<file path="src/rtl/pipeline_ctrl_pkg.sv">
// Shared types and constants for the pipeline sequencing controller.
// Latency: n/a (definitions only).
// Backpressure: n/a (definitions only).
// Contents: forwarding select encodings, controller FSM state type and a
// register-match helper used by both the forwarding and the hazard logic.
package pipe_ctrl_pkg;

  localparam logic [1:0] FWD_REG   = 2'b00;  // register file qa/qb
  localparam logic [1:0] FWD_EXR   = 2'b01;  // EX ALU result r
  localparam logic [1:0] FWD_MEMR  = 2'b10;  // MEM ALU result mr
  localparam logic [1:0] FWD_MEMDO = 2'b11;  // MEM load data mdo

  typedef enum logic {
    RUN  = 1'b0,
    WAIT = 1'b1
  } ctrl_state_t;

  // A stage supplies a source operand when it writes a register, that
  // register is not $0, and it is the register being read.
  function automatic logic reg_match(input logic       wr,
                                     input logic [4:0] dest,
                                     input logic [4:0] src);
    return wr && (dest != 5'd0) && (dest == src);
  endfunction

endpackage

</file>
<file path="src/rtl/pipeline_ctrl_fwd_sel.sv">
// Forwarding select for one ID-stage source register.
// Latency: purely combinational, zero cycles.
// Backpressure: none; the select follows the current EX/MEM fields.
// Ports: src (source reg number), EX fields (edest_reg, ewreg, em2reg),
// MEM fields (mdest_reg, mwreg, mm2reg), sel (2-bit forwarding select).
module fwd_sel
  import pipe_ctrl_pkg::*;
(
  input  logic [4:0] src,
  input  logic [4:0] edest_reg,
  input  logic       ewreg,
  input  logic       em2reg,
  input  logic [4:0] mdest_reg,
  input  logic       mwreg,
  input  logic       mm2reg,
  output logic [1:0] sel
);

  logic ex_hit;
  logic mem_hit;

  assign ex_hit  = reg_match(ewreg, edest_reg, src);
  assign mem_hit = reg_match(mwreg, mdest_reg, src);

  // A load in EX has no data yet, so it never produces FWD_EXR; that case
  // is stalled by the load-use logic and picked up from MEM next cycle.
  always_comb begin
    sel = FWD_REG;
    if (ex_hit && !em2reg) begin
      sel = FWD_EXR;
    end else if (mem_hit) begin
      sel = mm2reg ? FWD_MEMDO : FWD_MEMR;
    end
  end

endmodule

</file>
<file path="src/rtl/pipeline_ctrl.sv">
// Pipeline sequencing controller: forwarding selects, load-use bubble and
// a wait-state FSM freezing all stages during a data-memory handshake.
// Latency: selects/enables combinational; mem_err and counters one cycle.
// Backpressure: freeze while MEM access lacks dmem_ack, bounded by MAX_WAIT.
// Ports: clock/reset; rs, rt, uses_rs, uses_rt (ID); edestReg, ewreg,
// em2reg (EX); mdestReg, mwreg, mm2reg, mwmem (MEM); dmem_ack in;
// fwda, fwdb, pc_we, ifid_we, idex_we, exmem_we, memwb_we, idex_bubble,
// dmem_req, mem_err out. Define PIPE_CTRL_PERF_EN to add load_use_cnt and
// mem_wait_cnt saturating performance counters.
module pipeline_ctrl
  import pipe_ctrl_pkg::*;
#(
  parameter int MAX_WAIT = 16,
  parameter int CNT_W    = 32
) (
  input  logic             clock,
  input  logic             reset,
  input  logic [4:0]       rs,
  input  logic [4:0]       rt,
  input  logic             uses_rs,
  input  logic             uses_rt,
  input  logic [4:0]       edestReg,
  input  logic             ewreg,
  input  logic             em2reg,
  input  logic [4:0]       mdestReg,
  input  logic             mwreg,
  input  logic             mm2reg,
  input  logic             mwmem,
  input  logic             dmem_ack,
  output logic [1:0]       fwda,
  output logic [1:0]       fwdb,
  output logic             pc_we,
  output logic             ifid_we,
  output logic             idex_we,
  output logic             exmem_we,
  output logic             memwb_we,
  output logic             idex_bubble,
  output logic             dmem_req,
  output logic             mem_err
`ifdef PIPE_CTRL_PERF_EN
  ,
  output logic [CNT_W-1:0] load_use_cnt,
  output logic [CNT_W-1:0] mem_wait_cnt
`endif
);

  if (MAX_WAIT < 1 || MAX_WAIT > 255 || CNT_W < 1) begin : g_bad_param
    $error("pipeline_ctrl: MAX_WAIT must be 1..255 and CNT_W >= 1");
  end

  localparam logic [7:0] MAX_WAIT_C = 8'(MAX_WAIT);

  ctrl_state_t state;
  ctrl_state_t state_nxt;
  logic [7:0]  wait_cnt;
  logic [7:0]  wait_nxt;
  logic        freeze;
  logic        timeout;
  logic        mem_op;
  logic        load_use;
  logic [1:0]  sel_a;
  logic [1:0]  sel_b;

  fwd_sel u_fwd_a (
    .src       (rs),
    .edest_reg (edestReg),
    .ewreg     (ewreg),
    .em2reg    (em2reg),
    .mdest_reg (mdestReg),
    .mwreg     (mwreg),
    .mm2reg    (mm2reg),
    .sel       (sel_a)
  );

  fwd_sel u_fwd_b (
    .src       (rt),
    .edest_reg (edestReg),
    .ewreg     (ewreg),
    .em2reg    (em2reg),
    .mdest_reg (mdestReg),
    .mwreg     (mwreg),
    .mm2reg    (mm2reg),
    .sel       (sel_b)
  );

  assign mem_op = mm2reg | mwmem;

  // Unlike the selects, the hazard only counts operands actually read.
  assign load_use = ewreg && em2reg &&
                    ((uses_rs && reg_match(ewreg, edestReg, rs)) ||
                     (uses_rt && reg_match(ewreg, edestReg, rt)));

  always_ff @(posedge clock or posedge reset) begin
    if (reset) begin
      state    <= RUN;
      wait_cnt <= 8'd0;
      mem_err  <= 1'b0;
    end else begin
      state    <= state_nxt;
      wait_cnt <= wait_nxt;
      if (timeout) begin
        mem_err <= 1'b1;
      end
    end
  end

  // wait_cnt counts freeze cycles of the current access; the cycle where it
  // equals MAX_WAIT is the release cycle, giving exactly MAX_WAIT freezes.
  always_comb begin
    state_nxt   = state;
    wait_nxt    = wait_cnt;
    freeze      = 1'b0;
    timeout     = 1'b0;
    unique case (state)
      RUN: begin
        if (mem_op && !dmem_ack) begin
          freeze    = 1'b1;
          state_nxt = WAIT;
          wait_nxt  = 8'd1;
        end
      end
      WAIT: begin
        if (dmem_ack) begin
          state_nxt = RUN;
          wait_nxt  = 8'd0;
        end else if (wait_cnt == MAX_WAIT_C) begin
          timeout   = 1'b1;
          state_nxt = RUN;
          wait_nxt  = 8'd0;
        end else begin
          freeze    = 1'b1;
          wait_nxt  = wait_cnt + 8'd1;
        end
      end
      default: begin
        state_nxt = RUN;
        wait_nxt  = 8'd0;
      end
    endcase
  end

  // Freeze overrides the load-use stall; reset forces everything idle.
  always_comb begin
    pc_we       = 1'b0;
    ifid_we     = 1'b0;
    idex_we     = 1'b0;
    exmem_we    = 1'b0;
    memwb_we    = 1'b0;
    idex_bubble = 1'b0;
    dmem_req    = 1'b0;
    fwda        = FWD_REG;
    fwdb        = FWD_REG;
    if (!reset) begin
      fwda     = sel_a;
      fwdb     = sel_b;
      dmem_req = mem_op;
      if (!freeze) begin
        idex_we     = 1'b1;
        exmem_we    = 1'b1;
        memwb_we    = 1'b1;
        pc_we       = !load_use;
        ifid_we     = !load_use;
        idex_bubble = load_use;
      end
    end
  end

`ifdef PIPE_CTRL_PERF_EN
  always_ff @(posedge clock or posedge reset) begin
    if (reset) begin
      load_use_cnt <= '0;
      mem_wait_cnt <= '0;
    end else begin
      if (idex_bubble && (load_use_cnt != {CNT_W{1'b1}})) begin
        load_use_cnt <= load_use_cnt + 1'b1;
      end
      if (freeze && (mem_wait_cnt != {CNT_W{1'b1}})) begin
        mem_wait_cnt <= mem_wait_cnt + 1'b1;
      end
    end
  end
`endif

endmodule

</file>
<file path="config.mk">
export PLATFORM = sky130hd
export DESIGN_NAME = pipeline_ctrl
export DESIGN_NICKNAME = d
export VERILOG_FILES = /design/src/rtl/pipeline_ctrl_pkg.sv /design/src/rtl/pipeline_ctrl_fwd_sel.sv /design/src/rtl/pipeline_ctrl.sv
export SDC_FILE = /design/constraint.sdc
export NUM_CORES = 1
export LEC_CHECK = 0
export CAP_MARGIN = 30
export CORE_MARGIN = 1
export CORE_UTILIZATION = 44
export CTS_BUF_LIST = sky130_fd_sc_hd__clkbuf_8
export DETAILED_ROUTE_END_ITERATION = 12
export GPL_TIMING_DRIVEN = 1
export PLACE_DENSITY = 0.91
export REMOVE_ABC_BUFFERS = 1
export SETUP_SLACK_MARGIN = 0.05
export SYNTH_ARGS = -nofsm -noshare
export SYNTH_HDL_FRONTEND = slang
export SYNTH_HIERARCHICAL = 1
export SYNTH_SLANG_ARGS = --single-unit
</file>
<file path="constraint.sdc">
create_clock -name clock -period 2.9 [get_ports clock]
set_clock_uncertainty 0.15 [all_clocks]
set_input_delay 0.58 -clock clock [delete_from_list [all_inputs] [get_ports clock]]
set_output_delay 0.58 -clock clock [all_outputs]
set_load 0.01 [all_outputs]
</file>
== Word level (Yosys, flattened, before mapping) ==
Cells that the tools add are included.
Cells by class
  shifts and indexed selects: 0
  multiplexer cells: 25
  bitwise gates (word level): 2
  multipliers: 0
  reductions and logical operators: 19
  $add $sub $neg: 1
  $lt $le $gt $ge: 0
  equality and inequality tests: 6
  div/mod/pow operators: 0
Operators with widths (number)
  $mux 8: 3
  $eq 5x5->1: 4
  $pmux 8 s2: 1
  $mux 1: 14
  $logic_and 1x1->1: 13
  $mux 2: 6
  $reduce_bool 5->1: 2
  $add 8x1->8 const B: 1
  $eq 8x5->1 const B: 1
  $logic_not 1->1: 3
  $ne 2x2->1 const B: 1
  $pmux 1 s2: 1
  $logic_or 1x1->1: 1
  $not 1->1: 1
  $or 1x1->1: 1
Word-level totals
  bits in read-only memories: 0
  flip-flop bits (word level): 10
  bits in writable memories: 0
  latch bits: 0
  input port bits: 30
  word-level logic and storage cells: 56
  output and inout bits: 12
  memories kept: 0

== Longest topological paths before layout ==
Gate-level depths: netlist of run 1.
  depth after elaboration: 9
  gate-level depth with buffers: 7
  depth with buffers taken out: 6

== Hierarchy ==
Netlist of run 1, hierarchy kept.
Modules (own cells, without submodules)
  pipeline_ctrl: area each 760.7 µm², times used 1, cells each 81
  fwd_sel: area each 165.2 µm², times used 2, cells each 22

== Least setup slack after synthesis of run 1 ==
No wires, ideal clock.
  path kind: register to output
  start: register wait_cnt[0]
  end: output pc_we
  data required time: 2.170 ns
  cell stages (with the launch flop): 8
  data arrival time: 1.655 ns
  setup slack: 0.515 ns
  path buffers: 1
  cells stage by stage: dfrtp_1 > inv_1 > ha_1 > and4bb_1 > a21oi_2 > or3_4 > o21ba_1 > buf_4
Between the ends
  longest elaborated chain between the ends: 6
Ends and longest elaborated chain
  from (decl): line pipeline_ctrl.sv:55  | logic [7:0] wait_cnt;
  from (signal assigned): line pipeline_ctrl.sv:100  | wait_cnt <= wait_nxt;
  $eq 8x5->1: line pipeline_ctrl.sv:126  | end else if (wait_cnt == MAX_WAIT_C) begin
  $mux 1: line pipeline_ctrl.sv:126
  $mux 1: line pipeline_ctrl.sv:123  | if (dmem_ack) begin
  $pmux 1 s2: line pipeline_ctrl.sv:114  | unique case (state)
  $mux 1 (2 in a row)
  to (decl): line pipeline_ctrl.sv:32  | output logic pc_we,
No other way between the ends.

== Worst setup path in the final report of run 1 ==
  start: input mwmem
  end: output pc_we
Between the ends
  longest elaborated chain between the ends: 6
Ends and longest elaborated chain
  from (decl): line pipeline_ctrl.sv:28  | input logic mwmem,
  $or 1x1->1: line pipeline_ctrl.sv:86  | assign mem_op = mm2reg | mwmem;
  $logic_and 1x1->1: line pipeline_ctrl.sv:116  | if (mem_op && !dmem_ack) begin
  $mux 1: line pipeline_ctrl.sv:116
  $pmux 1 s2: line pipeline_ctrl.sv:114
  $mux 1: line pipeline_ctrl.sv:157  | if (!freeze) begin
  $mux 1: line pipeline_ctrl.sv:153  | if (!reset) begin
No other way between the ends.

==> metrics.csv, run 1 <==
metric,value,unit
grt_util_met2,45.0,%
synth_commonest_cells,"xor2_1 (22), nor2_1 (11), dfrtp_1 (10), xnor2_1 (10)",
die_w,51.8,microns
netlist_instances,125,
vdd_ir_drop_max,0.257,mV
h-tree-depth,1,
dp_slack,-0.477,ns
clkTransAtPathRegs,0.05,ns
setup_viol,0,
drv_cap,0,
cp-start-kind,input port,
n_antenna_cell,0,
fmax,0.355,GHz
ys_types,37,
syn_to_final_growth,52.3,%
holdBufCountCts,0,
io-pin-count,42,
min_period_over_period,97.2,%
drc,0,
coreArea,0.00228,sq mm
gr-usage-all-layers,27.2,%
worst_skew_pair.late_latency,0.24,ns
row_count,17,
syn_avg_cell_area,8.73,sq um
final_layout_size_suffix_gt1_share,24.7,%
dieArea,0.00268,sq mm
synthFlopType,dfrtp_1,
hold_violations,0,
drt_iter0_drc,23,
synth_most_common_cell,xor2_1,
grt_pass1_wl,5.29,mm
yosysTopAreaCell,dfrtp_1,
required,2.17,ns
status,"complete, no violations",
met1_usage,34.5,%
netlist_area,0.00109,sq mm
rsz0062_at_grt,false,
tightest_slew,0.441,ns
power_density,333,mW/mm^2
cts_root_buffer,clkbuf_8,
cts_sinks,10,
report.final.slew_viol_count,0,
wire_per_inst,16.4,microns
yosys-top-cells-area,"dfrtp_1 (23%), xor2_1 (18%), xnor2_1 (8.0%)",
ys_async_sr_fraction,100,%
crit_arrival,2.09,ns
worst_slack,0.0814,ns
globalRouteMet3Util,5.26,%
cts_tree,built,
dp_hpwl,2.56,mm
grt_remaining_overflow,0,
place.gp.congestion,0.939,
ys_warn_count,6,
cts.path.max_buffers,2,
drtAntennaViolNets,0,
antenna_found_initial,0,
initial_utilization,47.9,%
ys_seq_elements,10,
drt_wl_total,3.38,mm
worstHoldPathType,reg2reg,
worst-setup-path-type,in2out,
ys_seq_area_share,22.9,%
viasPerCell,5.67,
nets,211,
synth_top_area_share,22.9,%
synth_edf_count,0,
cp-end-kind,output port,
cts_made_buffers,3,
top_usage_layer,met2,
port_buffers,41,
grt_max_degree,11,
path_max_fanout,3,
cellLeakagePower,0.769,nW
grt_pass1_vias,1126,
period_needed,2.82,ns
vias,1168,
fin_util,73.0,%
die_h,51.8,microns
slew-limit-headroom,70.5,%
rrSetupSlack,1.04,ns
first_pass_iters,4,
[flip-flops by register name (all words and copies together), names as in the netlist]
name      count
mem_err       1
wait_cnt      8
state         1
[stage by stage]
step | area (sq um) | hold slack (ns) | instances | power (W) | TNS [ns]
global placement | 1600 | 0.315 | 202 | 0.000360 | -3.02
CTS | 1650 | 0.345 | 206 | 0.000549 | 0
floorplan | 1060 | 0.270 | 120 | 0.000255 | 0
finish | 1660 | 0.339 | 206 | 0.000553 | 0
global route | 1660 | 0.355 | 206 | 0.000583 | 0
detailed placement | 1600 | 0.330 | 202 | 0.000371 | -3.52
[per-layer routing]
metal  vias to the layer above  wire length [microns]
li1                        549                      -
met1                       573                   1510
met2                        38                   1660
met3                         8                    135
met4                         0                     76
met5                         -                      0
[cell families (layout without fill, tap and decap cells)]
kind of cell               Yosys count  in the layout  synth area share (%)
AOI/OAI and AO/OA                   22             22                  15.9
adders and majority gates            2              2                  2.29
DFF                                 10             10                  22.9
xor gates and xnor gates            32             32                  25.7
buffers and inverters               13             66                  5.62
and+or+nand+nor                     46             46                  27.5
[area by class of cell]
type	instances	area, sq um
timing repair buffer	54	465
clock buffer	4	55.1
fill	157	614
inverter	8	30.0
tap	28	35.0
sequential	10	250
multi-input combinational	102	826
[power breakdown]
part	leakage [nW]	switching, W	internal (W)
Clock	0.0288	0.0000617	0.000120
Sequential	0.135	0.0000169	0.000150
Combinational	0.605	0.000102	0.000102
[cells in the final DEF, fill, tap and decap left out, types with 3 or more instances in the layout]
master           count
buf_2                4
buf_4               13
clkbuf_2             3
clkbuf_8             4
clkdlybuf4s15_2      3
clkdlybuf4s50_1     12
dfrtp_1             10
dlygate4sd2_1       15
dlymetal6s2s_1       3
inv_1                8
nand3_1              4
nor2_1              10
nor2b_1              4
nor4_1               6
o211ai_1             6
o21ai_0              3
o21bai_1             3
xnor2_1             10
xor2_1              22
[timing repair]
| action | in CTS | in global routing |
|---|---|---|
| cloned | 0 | 0 |
| resized for setup | 50 | 12 |
| endpoints found under the hold margin | 0 | 0 |
| setup buffers | 0 | 0 |
| setup endpoints to repair | 10 | 7 |
| pin swaps | 7 | 4 |
[final timing paths]
check / start / end / depth (start not counted)
hold reg to reg: mem_err / mem_err / 1
min in group asynchronous: reset / wait_cnt[1] / 3
hold / removal: mem_err / mem_err / 1
max in group asynchronous: reset / wait_cnt[5] / 3
setup / recovery: mwmem / pc_we / 6
setup reg to reg: wait_cnt[0] / wait_cnt[2] / 7
[critical path: stages]
cell,delay [ns]
clkdlybuf4s50_1,0.46
nor2_2,0.17
nor3_1,0.08
or3_4,0.36
o21ba_4,0.23
clkdlybuf4s15_2,0.21
No activity file was read; power rests on OpenSTA's default activity.
==> inputs of run 2 (changes only) <==
- SKIP_CTS_REPAIR_TIMING: not set -> 1
==> metrics.csv, run 2 (synthesis gave the netlist of run 1 again) <==
metric,value,unit,change
gr-usage-all-layers,26.7,%,was 27.2%
die_h,51.8,microns,unchanged
drtAntennaViolNets,0,,unchanged
h-tree-depth,1,,unchanged
initial_utilization,47.9,%,unchanged
tightest_slew,0.433,ns,was 0.441 ns
power_frac_seq,29.5,%,was 30.2%
drt_wl_total,3.81,mm,was 3.38 mm
grt_pass1_wl,5.23,mm,was 5.29 mm
min_period_over_period,97.5,%,was 97.2%
whs,0.348,ns,was 0.339 ns
cts_made_buffers,3,,unchanged
worst-setup-path-type,in2out,,unchanged
worstHoldPathType,reg2reg,,unchanged
nets,211,,unchanged
fmax,0.354,GHz,was 0.355 GHz
drt_iter0_drc,33,,was 23
slew-limit-headroom,71.0,%,was 70.5%
cp-end-kind,output port,,unchanged
coreArea,0.00228,sq mm,unchanged
power_frac_clock,32.1,%,was 32.9%
grt_pass1_vias,1121,,"was 1,126"
rsz0062_at_grt,false,,unchanged
cts.path.max_buffers,2,,unchanged
clkTransAtPathRegs,0.05,ns,about the same
cellLeakagePower,1.01,nW,was 0.769 nW
swShare,33.1,%,was 32.7%
final_common_cell,dlymetal6s2s_1,,was xor2_1
p_int,0.000380,W,was 0.000372 W
status,"complete, no violations",,unchanged
place.gp.congestion,0.939,,unchanged
dp_hpwl,2.56,mm,unchanged
n_antenna_cell,0,,unchanged
viasPerCell,6.00,,was 5.67
drc,0,,unchanged
grt_remaining_overflow,0,,unchanged
grt_max_degree,11,,unchanged
wire_per_inst,18.5,microns,was 16.4 microns
crit_arrival,2.10,ns,was 2.09 ns
largest_reg_flops,8,,unchanged
cts_tree,built,,unchanged
combPwrFrac,38.4,%,was 36.9%
cts_root_buffer,clkbuf_8,,unchanged
port_buffers,41,,unchanged
final_cell_mix,"dlymetal6s2s_1 (28), xor2_1 (22), buf_4 (13)",,"was xor2_1 (22), dlygate4sd2_1 (15), buf_4 (13)"
top_register,wait_cnt,,unchanged
dp_cells,202,,unchanged
setup_viol,0,,unchanged
finalNonFillerCells,206,,unchanged
dieArea,0.00268,sq mm,unchanged
row_count,17,,unchanged
required,2.17,ns,about the same
syn_to_final_growth,62.4,%,was 52.3%
report.final.slew_viol_count,0,,unchanged
antenna_found_initial,0,,unchanged
period_needed,2.83,ns,was 2.82 ns
io-pin-count,42,,unchanged
power_density,320,mW/mm^2,was 333 mW/mm^2
die_w,51.8,microns,unchanged
first_pass_iters,4,,unchanged
worst_skew_pair.late_latency,0.24,ns,about the same
vdd_ir_drop_max,0.288,mV,was 0.257 mV
vias,1236,,"was 1,168"
cts_sinks,10,,unchanged
hold_violations,0,,unchanged
switching_power,0.000188,W,was 0.000181 W
final_layout_size_suffix_gt1_share,20.8,%,was 24.7%
biggestRegsByFlops,"wait_cnt: 8 flops, mem_err: 1 flops, state: 1 flops",,unchanged
path_max_fanout,2,,was 3
cp-start-kind,input port,,unchanged
drv_cap,0,,unchanged
run 2: cell count changes in the layout (fill, tap and decap cells not counted), sizes merged:
cell | previous run | this run
buf | 17 | 13
clkbuf | 7 | 5
dlygate4sd2 | 15 | 0
clkdlybuf4s15 | 4 | 0
dlymetal6s2s | 3 | 28
run 2: critical path, stage by stage:
cell             delay, ns
clkdlybuf4s50_1       0.48
xor2_1                0.20
nor4_4                0.32
a31o_2                0.20
nor2b_1               0.13
dlymetal6s2s_1        0.18
run 2: worst paths after layout:
path | slack (ns) | from | depth (start not counted) | endpoint
max | 0.07 | mdestReg[0] | 6 | fwdb[0]
min | 0.35 | mem_err | 1 | mem_err
max reg2reg | 1.06 | wait_cnt[0] | 7 | wait_cnt[4]
min reg2reg | 0.35 | mem_err | 1 | mem_err
max in group asynchronous | 1.62 | reset | 3 | wait_cnt[4]
min in group asynchronous | 0.70 | reset | 3 | wait_cnt[1]
run 2: power by group through the flow:
stage | clock network [W] | logic, W | registers [W]
after detailed placement | 0 | 0.000203 | 0.000168
after floorplan | 0 | 0.0000905 | 0.000164
after global routing | 0.000193 | 0.000232 | 0.000169
after CTS | 0.000183 | 0.000205 | 0.000166
after global placement | 0 | 0.000193 | 0.000166
final | 0.000182 | 0.000218 | 0.000167
run 2: metal layers:
| layer | vias up | share of wire (%) | track usage, % |
|---|---|---|---|
| li1 | 549 | - | - |
| met1 | 601 | 40 | 33.8 |
| met2 | 75 | 50 | 44.8 |
| met3 | 11 | 7.4 | 4.97 |
| met4 | 0 | 2.5 | 9.46 |
| met5 | - | 0 | 0 |
run 2: final cells by class:
cell class	instances	area, sq um
clock buffers	4	55.1
fillers	136	504
inverters	8	30.0
multi-input cells	102	828
flip-flops and latches	10	250
well taps	28	35.0
repair buffers	54	573
run 2: stage by stage:
step	setup TNS (ns)	area, sq um	total power (W)	utilization, %	setup WS (ns)
after floorplan	0	1060	0.000255	-	0.605
after global placement	-3.02	1600	0.000360	70.4	-0.420
after detailed placement	-3.52	1600	0.000371	70.4	-0.477
after CTS	-3.59	1660	0.000554	72.8	-0.477
after global routing	0	1770	0.000594	77.8	0.0513
final	0	1770	0.000567	77.8	0.0716
